[src/rtl/sound_priority_synth.sv]
// sound_priority_synth: N-channel fixed-priority square-wave tone synthesiser
// driving a single piezo pin. Each channel plays while its level request is
// held or its retriggerable one-shot timer is running, provided its
// half-period is non-zero. Channel 0 has the highest priority.
module sound_priority_synth #(
  parameter int NUM_CH   = 4,
  parameter int PERIOD_W = 20,
  parameter int LEN_W    = 24,
  parameter int CH_W     = 2
) (
  input  logic                       clk,
  input  logic                       rst,
  input  logic                       en,
  input  logic [NUM_CH-1:0]          req,
  input  logic [NUM_CH-1:0]          trig,
  input  logic [NUM_CH*PERIOD_W-1:0] period,
  input  logic [NUM_CH*LEN_W-1:0]    shot_len,
  output logic                       tone_out,
  output logic                       active_valid,
  output logic [CH_W-1:0]            active_ch,
  output logic [NUM_CH-1:0]          shot_busy
);

  // One-shot timers and their registered busy flags
  logic [LEN_W-1:0]    shot_q [NUM_CH];
  logic [LEN_W-1:0]    shot_d [NUM_CH];
  logic [NUM_CH-1:0]   busy_q, busy_d;

  // Per-channel half-periods unpacked from the bus
  logic [PERIOD_W-1:0] per_a [NUM_CH];
  logic [NUM_CH-1:0]   pend;

  // Arbitration result and winner register
  logic                any_pend;
  logic [CH_W-1:0]     win;
  logic                av_q, av_d;
  logic [CH_W-1:0]     ch_q, ch_d;
  logic                switch_w;

  // Shared tone counter and output phase
  logic [PERIOD_W-1:0] cnt_q, cnt_d;
  logic                tone_q, tone_d;
  logic [PERIOD_W-1:0] cur_per;

  // Timer next-state: a non-zero trigger length reloads, otherwise count down to zero
  always_comb begin
    for (int i = 0; i < NUM_CH; i++) begin
      shot_d[i] = shot_q[i];
      if (trig[i] && (shot_len[i*LEN_W +: LEN_W] != '0)) begin
        shot_d[i] = shot_len[i*LEN_W +: LEN_W];
      end else if (shot_q[i] != '0) begin
        shot_d[i] = shot_q[i] - LEN_W'(1);
      end
      busy_d[i] = (shot_d[i] != '0);
    end
  end

  // Pending vector: a channel with a zero half-period never competes
  always_comb begin
    for (int i = 0; i < NUM_CH; i++) begin
      per_a[i] = period[i*PERIOD_W +: PERIOD_W];
      pend[i]  = (req[i] | busy_q[i]) & (per_a[i] != '0);
    end
  end

  // Fixed-priority pick: scanning downward leaves the lowest pending index
  always_comb begin
    any_pend = 1'b0;
    win      = '0;
    for (int i = NUM_CH - 1; i >= 0; i--) begin
      if (pend[i]) begin
        any_pend = 1'b1;
        win      = CH_W'(i);
      end
    end
    av_d     = any_pend;
    ch_d     = any_pend ? win : ch_q;
    switch_w = any_pend & (~av_q | (win != ch_q));
  end

  // Tone counter: restart on owner change, clear while muted, else count and toggle
  always_comb begin
    cur_per = per_a[ch_q];
    cnt_d   = '0;
    tone_d  = 1'b0;
    if (switch_w) begin
      cnt_d  = '0;
      tone_d = 1'b0;
    end else if (av_q && en) begin
      // Compare as cnt+1 >= period so a period shrunk below the count wraps next cycle
      if (({1'b0, cnt_q} + (PERIOD_W+1)'(1)) >= {1'b0, cur_per}) begin
        cnt_d  = '0;
        tone_d = ~tone_q;
      end else begin
        cnt_d  = cnt_q + PERIOD_W'(1);
        tone_d = tone_q;
      end
    end
  end

  // State registers with asynchronous active-low clear
  always_ff @(posedge clk or negedge rst) begin
    if (!rst) begin
      for (int i = 0; i < NUM_CH; i++) begin
        shot_q[i] <= '0;
      end
      busy_q <= '0;
      av_q   <= 1'b0;
      ch_q   <= '0;
      cnt_q  <= '0;
      tone_q <= 1'b0;
    end else begin
      for (int i = 0; i < NUM_CH; i++) begin
        shot_q[i] <= shot_d[i];
      end
      busy_q <= busy_d;
      av_q   <= av_d;
      ch_q   <= ch_d;
      cnt_q  <= cnt_d;
      tone_q <= tone_d;
    end
  end

  // Gate with en and ownership so muting takes effect in the same cycle
  assign tone_out     = tone_q & en & av_q;
  assign active_valid = av_q;
  assign active_ch    = ch_q;
  assign shot_busy    = busy_q;

endmodule

[config.mk]
export PLATFORM = sky130hd
export DESIGN_NAME = sound_priority_synth
export DESIGN_NICKNAME = d
export VERILOG_FILES = /design/src/rtl/sound_priority_synth.sv
export SDC_FILE = /design/constraint.sdc
export NUM_CORES = 1
export LEC_CHECK = 0
export CORE_MARGIN = 2
export CORE_UTILIZATION = 36
export DETAILED_ROUTE_END_ITERATION = 12
export PLACE_DENSITY = 0.63
export SKIP_LAST_GASP = 1
export SYNTH_ARGS = -nofsm -noshare
export SYNTH_HDL_FRONTEND = slang
export SYNTH_SLANG_ARGS = --single-unit
[constraint.sdc]
create_clock -name clk -period 10.5 [get_ports clk]
set_input_delay 2.1 -clock clk [delete_from_list [all_inputs] [get_ports clk]]
set_output_delay 2.1 -clock clk [all_outputs]
set_load 0.1 [all_outputs]
==> results.ini <==
[clock_network]
clkSinkCount=124
cts_buffers=17
clk_pin_slew_ns=0.05
worstSkewPairLatency_ns=0.43
h-tree-depth=4
postCtsHoldBufs=0
cts_root_buf=clkbuf_16
clk_path_buf_depth=2
cts_setup_buffers=0
cts_tree=yes
cts_resized=0

[routing]
route.detailed.drc=0
wirelength_um=26520
viasPerCell=5.568
dr.pass1.iters=5
drtAntennaViolNets=0
drt-initial-drc-count=410
vias=8207
routedWlPerCell_um=17.99

[pwr]
power_density_mw_per_mm2=122.2
finalPower_uw=1398
power.leakage_uw=0.004256
peakVddDrop_v=0.00007765

[layout]
antenna_cells=0
final_common_cell=clkdlybuf4s50_1
final_util_pct=48.88
fin_area_mm2=0.01144
final_cell_mix=clkdlybuf4s50_1, dfrtp_1, nor2_1
area_growth_pct=33.32
finish.net_count=1358
drive_gt1_share_pct=8.139

[critical_path]
crit_fanout=2
reg2reg_from=active_ch[0]
critPathArrivalTime_ns=3.86
crit_start=en
r2r.worst_path.cells=12
cp-start-kind=primary input
r2r-end=cnt_q[3]
crit_required_ns=8.40
crit_type=primary input to output port
reg2reg_slack_ns=6.52
cp-end-kind=output port

[placed_design]
gp_congestion=0.8542
io_buffer_count=194
placed_area_mm2=0.01085
dp_hpwl_um=20610

[synthesis]
yosys_register_bits=124
synth.distinct_cells=69
synth_xor_area_share_pct=7.247
yosysSeqAreaShare_pct=36.16
synth_top_family_by_area=simple AND/OR/NAND/NOR gates
syn-cell-area_mm2=0.008581
synth_mux_area_share_pct=6.780
ys_warn_count=0
synth-simple-area-share_pct=27.43
ys.flop_type=dfrtp_1
syn-num-nets=1174
avgSynthCellArea_um2=8.957
synth_edf_count=0
synthArstFlopShare_pct=100.0
synth_compound_area_share_pct=14.90
synth_fa_ha_area_share_pct=4.229
synthCells=958

[timing]
min_period_over_period_pct=56.75
fin_hold_ws_ns=0.5451
hold_violations=0
final.min_clock_period_ns=5.959
setup_tns_ns=0
worst_pin_slew_ns=1.076
maxSlewHeadroom_pct=28.26
drv_slew=0
clock_skew_ns=0.01475
finalSetupViolations=0
max_freq_mhz=167.8
rsz0062_at_grt=no

[grt]
grt_max_degree=69
grt_antenna_before_repair=0
grt_use_total_pct=21.04
grt_pass1_vias=8100
grt-ovfl-total=0
grt_pass1_wl_um=41120

[run]
cap_violations=0

[floorplan]
num_io_pins=195
die_w_um=158.4
rows=56
die_h_um=158.4
core_mm2=0.02340
die_area_mm2=0.02509
start_util_pct=36.67

[worst_hold_path]
min_to=cnt_q[0]
worstHoldStart=cnt_q[0]
min_path_cells=1
hp-class=flip-flop to flip-flop

[status]
outcome=finished clean

sequential cells by signal, summed over array words and instances (netlist names):
signal	count
shot_q	96
cnt_q	20
shot_busy	4
active_ch	2
active_valid	1
tone_q	1
report_power, final:
part,leakage (µW),internal (µW),switching [µW],total [µW]
combinational,0.00253,131,119,250
sequential,0.00144,516,39.3,555
clock,0.000282,363,231,593
worst max-delay path, cell delays in order:
cell and delay [ns]:
clkdlybuf4s50_1 0.47, and3_1 0.15, clkdlybuf4s50_1 1.13
Yosys cell counts (4+ instances only):
cell type / count / area (µm²)
dfrtp_1: 124 / 3103
nor2_1: 113 / 424.2
nor4_1: 73 / 456.7
a21oi_1: 65 / 325.3
xnor2_1: 48 / 420.4
nand2_1: 45 / 168.9
inv_1: 34 / 127.6
nor3_1: 32 / 160.2
o21ai_0: 30 / 150.1
ha_1: 29 / 362.9
clkbuf_1: 28 / 105.1
nand3_1: 25 / 125.1
a31oi_1: 23 / 143.9
or3_1: 23 / 143.9
xor2_1: 23 / 201.4
nor2b_1: 22 / 137.6
mux4_2: 20 / 450.4
nand4_1: 20 / 125.1
and3_1: 17 / 106.4
or4_1: 15 / 112.6
o21a_1: 11 / 82.58
mux2_2: 9 / 101.4
nand2b_1: 9 / 56.30
o211ai_1: 9 / 67.56
buf_1: 8 / 30.03
a211oi_1: 7 / 52.55
a21o_1: 7 / 52.55
o31a_1: 7 / 61.31
nor4b_1: 6 / 52.55
o22ai_1: 5 / 31.28
o31ai_1: 5 / 37.54
o22a_1: 4 / 35.03
o32a_1: 4 / 40.04
per-layer routing:
metal  wire, µm  track usage [%]
met5          0                0
met4        552            7.079
met3       1203            3.021
met2      13270            36.75
met1      11490            26.73
cell families (layout without fill, tap and decap cells):
logic type / count (synthesis) / in the layout
mux: 32 / 32
xor+xnor: 71 / 71
flops: 124 / 124
simple gates: 431 / 431
fa+ha+maj: 29 / 29
compound gates: 199 / 199
buf+inv: 72 / 269
layout make-up:
| class | instances | area, µm² |
|---|---|---|
| fill | 2256 | 11960 |
| multi-input combinational | 762 | 5210 |
| clock inverter | 13 | 140.1 |
| inverter | 34 | 127.6 |
| timing repair buffer | 203 | 2007 |
| clock buffer | 19 | 452.9 |
| sequential | 124 | 3103 |
| tap | 319 | 399.1 |
through the flow:
step	worst slack (ns)	instances
global placement	4.562	1442
floorplan	5.533	958
finish	4.541	1474
global route	4.524	1474
detailed placement	4.556	1442
CTS	4.542	1474
worst max path at each step:
stage                           to  cells after the start
final                     tone_out                      3
after global routing      tone_out                      3
after CTS                 tone_out                      3
after detailed placement  tone_out                      3
after global placement    tone_out                      3
after floorplan           tone_out                      1
Note: power is estimated with default switching activity, not from simulation.
